### src/rtl/mem_router_pkg.sv
// mem_router shared types and default address map.
// Windows are packed with slave 0 in the low slot.
package mem_router_pkg;

  typedef enum logic [1:0] {
    IDLE,
    BUSY,
    ERROR
  } router_state_t;

  localparam logic [31:0] SLAVE0_BASE_ADDR = 32'h0000_0000;
  localparam logic [31:0] SLAVE0_TOP_ADDR  = 32'h0010_0000;
  localparam logic [31:0] SLAVE1_BASE_ADDR = 32'h0010_0000;
  localparam logic [31:0] SLAVE1_TOP_ADDR  = 32'h0020_0000;
  localparam logic [31:0] SLAVE2_BASE_ADDR = 32'h0020_0000;
  localparam logic [31:0] SLAVE2_TOP_ADDR  = 32'h0030_0000;
  localparam logic [31:0] SLAVE3_BASE_ADDR = 32'h8000_0000;
  localparam logic [31:0] SLAVE3_TOP_ADDR  = 32'h8010_0000;

  localparam logic [127:0] DEF_BASE_ADDR = {
    SLAVE3_BASE_ADDR, SLAVE2_BASE_ADDR,
    SLAVE1_BASE_ADDR, SLAVE0_BASE_ADDR
  };
  localparam logic [127:0] DEF_TOP_ADDR = {
    SLAVE3_TOP_ADDR, SLAVE2_TOP_ADDR,
    SLAVE1_TOP_ADDR, SLAVE0_TOP_ADDR
  };

  localparam logic [31:0] DEF_ERR_DATA = 32'hDEAD_BEEF;

  function automatic int idx_width(input int n);
    return (n > 1) ? $clog2(n) : 1;
  endfunction

endpackage

### src/rtl/mem_router_if.sv
// Memory-side and slave-side buses of mem_router.
// slave: the router's view; master: the surrounding system.
interface mem_router_if #(
  parameter int SLAVES     = 4,
  parameter int ADDR_WIDTH = 32,
  parameter int DATA_WIDTH = 32
);
  localparam int SW = DATA_WIDTH / 8;

  logic                         memory_valid;
  logic                         memory_instr;
  logic [ADDR_WIDTH-1:0]        memory_addr;
  logic [DATA_WIDTH-1:0]        memory_wdata;
  logic [SW-1:0]                memory_wstrb;
  logic [DATA_WIDTH-1:0]        memory_rdata;
  logic                         memory_ready;
  logic                         memory_error;

  logic [SLAVES-1:0]            slave_valid;
  logic                         slave_instr;
  logic [ADDR_WIDTH-1:0]        slave_addr;
  logic [DATA_WIDTH-1:0]        slave_wdata;
  logic [SW-1:0]                slave_wstrb;
  logic [SLAVES*DATA_WIDTH-1:0] slave_rdata;
  logic [SLAVES-1:0]            slave_ready;

  modport slave (
    input  memory_valid, memory_instr, memory_addr,
    input  memory_wdata, memory_wstrb,
    output memory_rdata, memory_ready, memory_error,
    output slave_valid, slave_instr, slave_addr,
    output slave_wdata, slave_wstrb,
    input  slave_rdata, slave_ready
  );

  modport master (
    output memory_valid, memory_instr, memory_addr,
    output memory_wdata, memory_wstrb,
    input  memory_rdata, memory_ready, memory_error,
    input  slave_valid, slave_instr, slave_addr,
    input  slave_wdata, slave_wstrb,
    output slave_rdata, slave_ready
  );
endinterface

### src/rtl/mem_router_decode.sv
// Priority window decoder: lowest matching slave index wins.
module mem_router_decode
  import mem_router_pkg::*;
#(
  parameter int SLAVES     = 4,
  parameter int ADDR_WIDTH = 32,
  parameter logic [SLAVES*ADDR_WIDTH-1:0] BASE_ADDR = DEF_BASE_ADDR,
  parameter logic [SLAVES*ADDR_WIDTH-1:0] TOP_ADDR  = DEF_TOP_ADDR,
  parameter int IW = idx_width(SLAVES)
) (
  input  logic [ADDR_WIDTH-1:0] addr,
  output logic                  hit,
  output logic [IW-1:0]         idx
);

  // Scan downwards so the lowest index is the last to assign.
  always_comb begin
    hit = 1'b0;
    idx = '0;
    for (int i = SLAVES - 1; i >= 0; i--) begin
      if (addr >= BASE_ADDR[i*ADDR_WIDTH +: ADDR_WIDTH] &&
          addr <  TOP_ADDR[i*ADDR_WIDTH +: ADDR_WIDTH]) begin
        hit = 1'b1;
        idx = IW'(i);
      end
    end
  end

endmodule

### src/rtl/mem_router.sv
// Single-outstanding address router with unmapped/timeout
// error responses toward the memory master.
module mem_router
  import mem_router_pkg::*;
#(
  parameter int SLAVES     = 4,
  parameter int ADDR_WIDTH = 32,
  parameter int DATA_WIDTH = 32,
  parameter logic [SLAVES*ADDR_WIDTH-1:0] BASE_ADDR = DEF_BASE_ADDR,
  parameter logic [SLAVES*ADDR_WIDTH-1:0] TOP_ADDR  = DEF_TOP_ADDR,
  parameter int TIMEOUT = 255,
  parameter logic [DATA_WIDTH-1:0] ERR_DATA = DEF_ERR_DATA
) (
  input  logic         clock,
  input  logic         reset,
  mem_router_if.slave  bus,
  output logic         protocol_err
);

  localparam int IW = idx_width(SLAVES);
  localparam int TW = (TIMEOUT > 0) ? $clog2(TIMEOUT + 1) : 1;

  router_state_t         state, state_nx;
  logic [IW-1:0]         sel, sel_nx;
  logic [TW-1:0]         timer;
  logic                  perr;

  logic                  hit;
  logic [IW-1:0]         idx;
  logic                  req;
  logic                  rdy, err;
  logic [DATA_WIDTH-1:0] rdata;
  logic                  sel_ready;
  logic [DATA_WIDTH-1:0] sel_rdata;
  logic                  tmo;

  mem_router_decode #(
    .SLAVES     (SLAVES),
    .ADDR_WIDTH (ADDR_WIDTH),
    .BASE_ADDR  (BASE_ADDR),
    .TOP_ADDR   (TOP_ADDR),
    .IW         (IW)
  ) u_decode (
    .addr (bus.memory_addr),
    .hit  (hit),
    .idx  (idx)
  );

  assign sel_ready = bus.slave_ready[sel];
  assign sel_rdata = bus.slave_rdata[int'(sel)*DATA_WIDTH +: DATA_WIDTH];
  assign tmo       = (timer == TW'(TIMEOUT));

  always_comb begin
    state_nx = state;
    sel_nx   = sel;
    req      = 1'b0;
    rdy      = 1'b0;
    err      = 1'b0;
    rdata    = '0;
    unique case (state)
      IDLE: begin
        if (bus.memory_valid) begin
          if (hit) begin
            state_nx = BUSY;
            sel_nx   = idx;
            req      = 1'b1;
          end else begin
            state_nx = ERROR;
          end
        end
      end
      // A slave answer in the timeout cycle still wins.
      BUSY: begin
        if (sel_ready) begin
          state_nx = IDLE;
          rdy      = 1'b1;
          rdata    = sel_rdata;
        end else if (tmo) begin
          state_nx = IDLE;
          rdy      = 1'b1;
          err      = 1'b1;
          rdata    = ERR_DATA;
        end
      end
      ERROR: begin
        state_nx = IDLE;
        rdy      = 1'b1;
        err      = 1'b1;
        rdata    = ERR_DATA;
      end
      default: state_nx = IDLE;
    endcase
  end

  always_ff @(posedge clock) begin
    if (!reset) begin
      state <= IDLE;
      sel   <= '0;
      timer <= '0;
      perr  <= 1'b0;
    end else begin
      state <= state_nx;
      sel   <= sel_nx;
      if (state != BUSY)
        timer <= '0;
      else if (!tmo)
        timer <= timer + TW'(1);
      if (bus.memory_valid && state != IDLE)
        perr <= 1'b1;
    end
  end

  // Everything is held at zero while reset is low.
  assign bus.slave_valid  = (reset && req) ? (SLAVES'(1) << idx) : '0;
  assign bus.slave_instr  = reset & bus.memory_instr;
  assign bus.slave_addr   = reset ? bus.memory_addr -
    BASE_ADDR[int'(sel_nx)*ADDR_WIDTH +: ADDR_WIDTH] : '0;
  assign bus.slave_wdata  = reset ? bus.memory_wdata : '0;
  assign bus.slave_wstrb  = reset ? bus.memory_wstrb : '0;
  assign bus.memory_ready = reset & rdy;
  assign bus.memory_error = reset & err;
  assign bus.memory_rdata = reset ? rdata : '0;
  assign protocol_err     = reset & perr;

endmodule

### src/flat_wrapper.sv
// flat-port wrapper written by rule: the top's interface ports become plain ports
module mem_router_flat import mem_router_pkg::*;
#(
  parameter int SLAVES     = 4,
  parameter int ADDR_WIDTH = 32,
  parameter int DATA_WIDTH = 32,
  parameter logic [SLAVES*ADDR_WIDTH-1:0] BASE_ADDR = DEF_BASE_ADDR,
  parameter logic [SLAVES*ADDR_WIDTH-1:0] TOP_ADDR  = DEF_TOP_ADDR,
  parameter int TIMEOUT = 255,
  parameter logic [DATA_WIDTH-1:0] ERR_DATA = DEF_ERR_DATA
)
  (clock, reset, protocol_err, bus_memory_valid, bus_memory_instr, bus_memory_addr, bus_memory_wdata, bus_memory_wstrb, bus_memory_rdata, bus_memory_ready, bus_memory_error, bus_slave_valid, bus_slave_instr, bus_slave_addr, bus_slave_wdata, bus_slave_wstrb, bus_slave_rdata, bus_slave_ready);
  mem_router_if #(.SLAVES(SLAVES), .ADDR_WIDTH(ADDR_WIDTH), .DATA_WIDTH(DATA_WIDTH)) bus_i ();
  input  logic clock;
  input  logic reset;
  output logic protocol_err;
  input wire logic [$bits(bus_i.memory_valid)-1:0] bus_memory_valid;
  input wire logic [$bits(bus_i.memory_instr)-1:0] bus_memory_instr;
  input wire logic [$bits(bus_i.memory_addr)-1:0] bus_memory_addr;
  input wire logic [$bits(bus_i.memory_wdata)-1:0] bus_memory_wdata;
  input wire logic [$bits(bus_i.memory_wstrb)-1:0] bus_memory_wstrb;
  output wire logic [$bits(bus_i.memory_rdata)-1:0] bus_memory_rdata;
  output wire logic [$bits(bus_i.memory_ready)-1:0] bus_memory_ready;
  output wire logic [$bits(bus_i.memory_error)-1:0] bus_memory_error;
  output wire logic [$bits(bus_i.slave_valid)-1:0] bus_slave_valid;
  output wire logic [$bits(bus_i.slave_instr)-1:0] bus_slave_instr;
  output wire logic [$bits(bus_i.slave_addr)-1:0] bus_slave_addr;
  output wire logic [$bits(bus_i.slave_wdata)-1:0] bus_slave_wdata;
  output wire logic [$bits(bus_i.slave_wstrb)-1:0] bus_slave_wstrb;
  input wire logic [$bits(bus_i.slave_rdata)-1:0] bus_slave_rdata;
  input wire logic [$bits(bus_i.slave_ready)-1:0] bus_slave_ready;
  assign bus_i.memory_valid = bus_memory_valid;
  assign bus_i.memory_instr = bus_memory_instr;
  assign bus_i.memory_addr = bus_memory_addr;
  assign bus_i.memory_wdata = bus_memory_wdata;
  assign bus_i.memory_wstrb = bus_memory_wstrb;
  assign bus_memory_rdata = bus_i.memory_rdata;
  assign bus_memory_ready = bus_i.memory_ready;
  assign bus_memory_error = bus_i.memory_error;
  assign bus_slave_valid = bus_i.slave_valid;
  assign bus_slave_instr = bus_i.slave_instr;
  assign bus_slave_addr = bus_i.slave_addr;
  assign bus_slave_wdata = bus_i.slave_wdata;
  assign bus_slave_wstrb = bus_i.slave_wstrb;
  assign bus_i.slave_rdata = bus_slave_rdata;
  assign bus_i.slave_ready = bus_slave_ready;
  mem_router #(.SLAVES(SLAVES), .ADDR_WIDTH(ADDR_WIDTH), .DATA_WIDTH(DATA_WIDTH), .BASE_ADDR(BASE_ADDR), .TOP_ADDR(TOP_ADDR), .TIMEOUT(TIMEOUT), .ERR_DATA(ERR_DATA)) u_core (.clock(clock), .reset(reset), .bus(bus_i), .protocol_err(protocol_err));
endmodule
### config.mk
export PLATFORM = sky130hd
export DESIGN_NAME = mem_router_flat
export DESIGN_NICKNAME = d
export VERILOG_FILES = /design/src/rtl/mem_router_pkg.sv /design/src/rtl/mem_router_if.sv /design/src/rtl/mem_router_decode.sv /design/src/rtl/mem_router.sv /design/src/flat_wrapper.sv
export SDC_FILE = /design/constraint.sdc
export NUM_CORES = 1
export LEC_CHECK = 0
export ABC_AREA = 1
export BUFFER_PORTS_ARGS = -buffer_cell sky130_fd_sc_hd__buf_4
export CAP_MARGIN = 30
export CORE_AREA = 2 2 120 122
export DETAILED_ROUTE_END_ITERATION = 10
export DIE_AREA = 0 0 122 124
export PLACE_DENSITY = 0.53
export SLEW_MARGIN = 20
export SYNTH_ARGS = -nofsm -noshare
export SYNTH_HDL_FRONTEND = slang
export SYNTH_SLANG_ARGS = --single-unit
### constraint.sdc
create_clock -name clock -period 2.76 [get_ports clock]
set_input_delay 0.138 -clock clock [delete_from_list [all_inputs] [get_ports clock]]
set_output_delay 0.138 -clock clock [all_outputs]
set_load 0.1 [all_outputs]
==> results.ini, run 1 <==
[route]
drtIter0Drc = 196
dr.pass1.iters = 5
routedWlPerCell_um = 13.8
viasPerCell = 4.30
ant_nets = 0
drc_errors = 0
num_vias = 4583
wl_um = 14700

[floorplanning]
ios = 312
dieArea_mm2 = 0.0151
rows = 43
core_mm2 = 0.0137
fp.dieW_um = 122
die_y_um = 124
start_util_pct = 20.2

[finish]
fillers = 1513
diodes = 0
finish.net_count = 1098
multi_input_area_mm2 = 0.00225
utilization_pct = 42.9
mostFrequentLayoutCell = buf_4
final-seq-area_um2 = 264
drive_gt1_share_pct = 48.8
layout_common_cells = buf_4 (344), nor2_1 (127), inv_1 (90)
area_delta_synth_final_pct = 112

[synth]
synth_seq_cells = 13
seq_area_frac_synth_pct = 9.37
yosysTopAreaCellShare_pct = 18.4
yosys-top-cells-area = nor2_1 (18%), o21ai_0 (14%), inv_1 (13%)
synthFlopType = dfxtp_1
netlist_instances = 567
synth_cell_types = 30
async_flop_share_pct = 0
syn_nets = 777
synth_area_per_cell_um2 = 4.90
yosys_warnings = 0
synth_edf_count = 0
syn_area_mm2 = 0.00278
synth_area_leader_cell = nor2_1

[sta]
timing.slew.headroom_pct = 56.6
max_freq_mhz = 374
whs_ns = 0.156
rsz0062_at_grt = true
slew_viol_final = 0
skew_ns = 0.00572
worst_pin_slew_ns = 0.651
post-route-period-util_pct = 96.8
hold_viol_final = 0
min_period_ns = 2.67
tns_ns = 0
setup_ws_ns = 0.0875
setup_violations = 0

[place]
gp_routability_congestion = 0.789
post-place-ws_ns = -0.140
dp_hpwl_um = 11900
port_buffers = 311

[clocking]
clkTransAtPathRegs_ns = 0.05
cts_tree = built
clk_latency_ns = 0.25
cts_root_buffer = clkbuf_16
numCtsBuffers = 3
cts_htree_levels = 1
cts_max_path_buffers = 2
holdBufCountCts = 0
cts_sinks = 13

[run]
drv_cap = 0

[setup_path]
worst_ep_arrival_time_ns = 2.53
worst-endpoint-required_ns = 2.62
path_max_fanout = 4
cp-end-kind = primary output
path_class = flip-flop to primary output
cp-start-kind = flip-flop

[global_routing]
grt_pass1_vias = 4218
grt-ovfl-total = 0
grt_use_total_pct = 17.4
grt_pass1_wl_um = 21100
grt_max_degree = 65
antenna_found_initial = 0

[power_and_ir_drop]
p_sw_mw = 0.743
power.combinational.fraction_pct = 68.3
p_seq_share_pct = 12.9
intPower_mw = 0.737
power_density_mw_per_mm2 = 251
clkPwrFrac_pct = 18.8
p_sw_share_pct = 50.2
p_leak_nw = 3.37
power_mw = 1.48
ir_worst_vdd_uv = 145

[min_path]
hold_path_class = input port to flip-flop

[run_status]
outcome = finished clean

==> cell families (layout without fill, tap and decap cells) <==
logic type	count (synthesis)	in the layout	synth area share, %
simple gates	285	285	42.9
flops	13	13	9.37
buf+inv	130	450	18.6
xor+xnor	3	3	0.946
fa+ha+maj	6	6	2.70
compound gates	130	130	25.4
==> stage by stage <==
stage,instance area [um^2],std cells
after floorplan,2900,567
after global routing,5890,1067
final,5890,1067
after global placement,5560,1059
after CTS,5770,1064
after detailed placement,5560,1059
==> critical path, cell delays in order (launching register included) <==
cell	delay, ns
dfxtp_2	0.32
inv_2	0.07
ha_4	0.15
nand2_4	0.05
inv_4	0.07
nand2_4	0.05
nand2_2	0.05
nand2_2	0.06
inv_2	0.06
nand2_2	0.06
ha_4	0.25
o21ai_4	0.16
nand2_4	0.09
nor2_4	0.12
nand3_2	0.10
xnor2_2	0.16
nand3_1	0.08
nand2_2	0.07
nor2_4	0.14
buf_12	0.18
==> final timing paths <==
path	startpoint	to	slack, ns	depth (start not counted)
setup / recovery	u_core.state[0]$_SDFFE_PN0P_	bus_slave_addr[31]	0.09	19
hold / removal	bus_memory_valid	u_core.perr$_SDFFE_PN0P_	0.16	3
setup reg to reg	u_core.timer[0]$_SDFFE_PP0N_	u_core.state[1]$_SDFFE_PN0P_	1.13	8
hold reg to reg	u_core.perr$_SDFFE_PN0P_	u_core.perr$_SDFFE_PN0P_	0.45	2
==> routing by layer <==
| metal | global-route usage [%] | share of wire [%] |
|---|---|---|
| met5 | 0 | 0 |
| met4 | 2.51 | 0.59 |
| met3 | 4.35 | 9.9 |
| met2 | 33.6 | 52 |
| met1 | 19.5 | 37 |
==> synth_stat cells (3+ instances only) <==
master,count
nor3_1,8
nor2_2,20
nor2_1,136
o21ai_0,77
dfxtp_1,13
inv_1,95
a21oi_1,21
buf_1,4
o22ai_1,24
nand3_1,15
ha_1,6
nand2_2,7
clkbuf_1,20
nand2_1,95
a31oi_1,3
buf_2,6
==> repair_timing <==
action	4_1_cts	5_1_grt
pin swaps	12	14
setup buffers	2	3
setup endpoints to repair	8	9
cloned	0	0
gates resized for setup	32	25
==> layout make-up <==
| type | count | area share [%] |
|---|---|---|
| Multi-Input combinational cell | 424 | 38.3 |
| Tap cell | 180 | 3.82 |
| Timing Repair Buffer | 350 | 45.9 |
| Clock inverter | 1 | 0.0850 |
| Clock buffer | 3 | 1.27 |
| Inverter | 96 | 6.16 |
| Sequential cell | 13 | 4.48 |
==> flip-flops by register name (all words and copies together), names as in the netlist <==
name,count
u_core.perr,1
u_core.state,2
u_core.timer,8
u_core.sel,2
==> power groups by stage <==
stage          clock network, mW  logic, mW  registers (mW)
6_report                   0.278       1.01           0.191
5_1_grt                    0.293       1.06           0.191
4_1_cts                    0.284       1.00           0.191
3_5_place_dp                   0      0.978           0.195
3_3_place_gp                   0      0.978           0.194
2_1_floorplan                  0      0.610           0.195
Power figures use the tool's default switching activity.
==> run 2: changes to the inputs <==
==> constraint.sdc (replaced) <==
create_clock -name clock -period 2.76 [get_ports clock]
set_input_delay 0.828 -clock clock [delete_from_list [all_inputs] [get_ports clock]]
set_output_delay 0.828 -clock clock [all_outputs]
set_load 0.1 [all_outputs]
==> run 2 against run 1 <==
Compared with the run above:
- the run now ends with negative setup slack left
- non-clock buffer count rose by 50
- maximum frequency fell by 33%
- count of clock-buffer cells in the layout rose by 1
- power rose by 9.5%
- sequential cell count did not move
==> results.ini, run 2 (synthesized netlist as in run 1, its figures left out) <==
[sta]
slew_viol_final = 0
skew_ns = 0.00200
post-route-period-util_pct = 145
max_freq_mhz = 251
hold_viol_final = 0
rsz0062_at_grt = true
setup_violations = 41
min_period_ns = 3.99
setup_ws_ns = -1.23
timing.slew.headroom_pct = 74.0
worst_pin_slew_ns = 0.386

[clocking]
clkTransAtPathRegs_ns = 0.04
cts_max_path_buffers = 2
cts_sinks = 13
cts_tree = built
holdBufCountCts = 0
numCtsBuffers = 3
clk_latency_ns = 0.24
cts_root_buffer = clkbuf_16
cts_htree_levels = 1

[setup_path]
cp_common_cell = nand2_2
path_class = input port to primary output
reg2reg_depth = 13
worst_ep_arrival_time_ns = 3.16
path_max_fanout = 4
cp-start-kind = input port
cp-end-kind = primary output
crit_end = bus_slave_addr[29]
r2r_end = u_core.sel[1]$_SDFF_PN0_
worst-endpoint-required_ns = 1.93
cp_num_buf_inv = 5
crit_slowest_cell = ha_4
worst-path-stages = 21
worstPathCellList = buf_8 -> nor2_4 -> nand2_2 -> nor2_2 -> nand2_2 -> nand3_2 -> nand2_2 -> nand2_2 -> nand2_4 -> inv_2 -> nand2_2 -> ha_4 -> o21ai_4 -> nand2_2 -> nor2_2 -> inv_2 -> nor2_4 -> nand2_4 -> buf_6 -> a21oi_4 -> buf_12
ff2ff_setup_slack_ns = 1.08
crit_family = simple AND/OR/NAND/NOR gates
crit_start = bus_memory_addr[22]
r2r_start = u_core.state[0]$_SDFFE_PN0P_
max_stage_delay_ns = 0.23

[run_status]
failed_checks = negative setup slack
outcome = finished, violations left

[floorplanning]
start_util_pct = 20.2
core_mm2 = 0.0137
die_y_um = 124
rows = 43
fp.dieW_um = 122
dieArea_mm2 = 0.0151
ios = 312

[global_routing]
grt_max_degree = 50
grt-ovfl-total = 0
grt_pass1_vias = 4918
grt_pass1_wl_um = 23400
grt_use_total_pct = 19.0
antenna_found_initial = 0

[place]
placed_cells = 1084
dp_hpwl_um = 11900
port_buffers = 311
gp_routability_congestion = 0.816

[route]
routedWlPerCell_um = 14.2
drc_errors = 0
dr.pass1.iters = 5
viasPerCell = 4.51
num_vias = 5038
drtIter0Drc = 253
wl_um = 15900
ant_nets = 0

[power_and_ir_drop]
p_leak_nw = 3.65
power_mw = 1.62
power_density_mw_per_mm2 = 212
ir_worst_vdd_uv = 215

[finish]
reg.largest.list = u_core.timer x8, u_core.sel x2, u_core.state x2
layout_common_cells = buf_4 (317), nor2_1 (111), nand2_1 (74)
regMostFlops = u_core.timer
mostFrequentLayoutCell = buf_4
largest_reg_flops = 8
area_delta_synth_final_pct = 175
finish.net_count = 1148
drive_gt1_share_pct = 60.4
stdcell_count = 1117
diodes = 0
utilization_pct = 55.7

[run]
drv_cap = 0

[min_path]
hold_path_class = flip-flop to flip-flop

run 2: cell count changes in the layout (fill, tap and decap cells not counted), sizes merged:
cell,previous run,this run
clkinv,1,0
clkbuf,3,4
inv,96,65
clkinvlp,0,31
bufbuf,0,1
buf,350,399
run 2: final cells by class:
class                   instances  area, um^2
clock buffers                   4        78.8
fillers                      1262        6070
inverters                      96         489
multi-input cells             424        2730
flip-flops and latches         13         270
well taps                     180         225
repair buffers                400        3850
run 2: per-layer routing:
metal | share of wire (%) | wire (um) | track usage, % | up-vias
li1 | - | - | - | 2504
met1 | 36 | 5640 | 20.7 | 2305
met2 | 56 | 8850 | 38.7 | 215
met3 | 7.6 | 1200 | 2.79 | 14
met4 | 1.2 | 187 | 3.52 | 0
met5 | 0 | 0 | 0 | -
run 2: worst register-to-register path, cell delays in order, from the launching register on:
cell and delay (ns):
dfxtp_1 0.32, inv_1 0.06, ha_1 0.20, nand2_1 0.09, inv_1 0.10, nand2_2 0.10
nand2_2 0.07, nand2_4 0.08, inv_2 0.04, buf_4 0.12, buf_4 0.12, buf_4 0.12
buf_4 0.12, nor2_1 0.07
run 2: worst min path at each step:
stage                               endpoint                startpoint  cells after the start  slack (ns)
floorplan           u_core.perr$_SDFFE_PN0P_  u_core.perr$_SDFFE_PN0P_                      2        0.42
global placement    u_core.perr$_SDFFE_PN0P_  u_core.perr$_SDFFE_PN0P_                      2        0.43
detailed placement  u_core.perr$_SDFFE_PN0P_  u_core.perr$_SDFFE_PN0P_                      2        0.44
CTS                 u_core.perr$_SDFFE_PN0P_  u_core.perr$_SDFFE_PN0P_                      2        0.45
global route        u_core.perr$_SDFFE_PN0P_  u_core.perr$_SDFFE_PN0P_                      2        0.50
finish              u_core.perr$_SDFFE_PN0P_  u_core.perr$_SDFFE_PN0P_                      2        0.45
run 2: power breakdown:
group	internal, mW	total [mW]	switching (mW)	leakage (nW)
Clock	0.195	0.273	0.0786	0.0382
Combinational	0.437	1.16	0.722	3.50
Sequential	0.188	0.189	0.000714	0.108
Total	0.820	1.62	0.801	3.65
run 2: through the flow:
step           setup TNS [ns]  hold WS [ns]  setup WS, ns  area, um^2
6_report               -15.27         0.452         -1.23        7650
2_1_floorplan          -17.83         0.417         -1.35        3400
3_5_place_dp           -18.69         0.444         -1.38        6300
5_1_grt                -21.15         0.496         -1.40        7650
4_1_cts                -16.46         0.455         -1.11        7400
3_3_place_gp           -17.53         0.434         -1.32        6300
run 2: timing repair:
action / CTS / global route
endpoints found under the setup margin: 50 / 50
gates cloned: 3 / 0
pin swaps: 26 / 34
gates resized for setup: 191 / 68
setup buffers: 22 / 10
hold endpoints to repair: 0 / 0
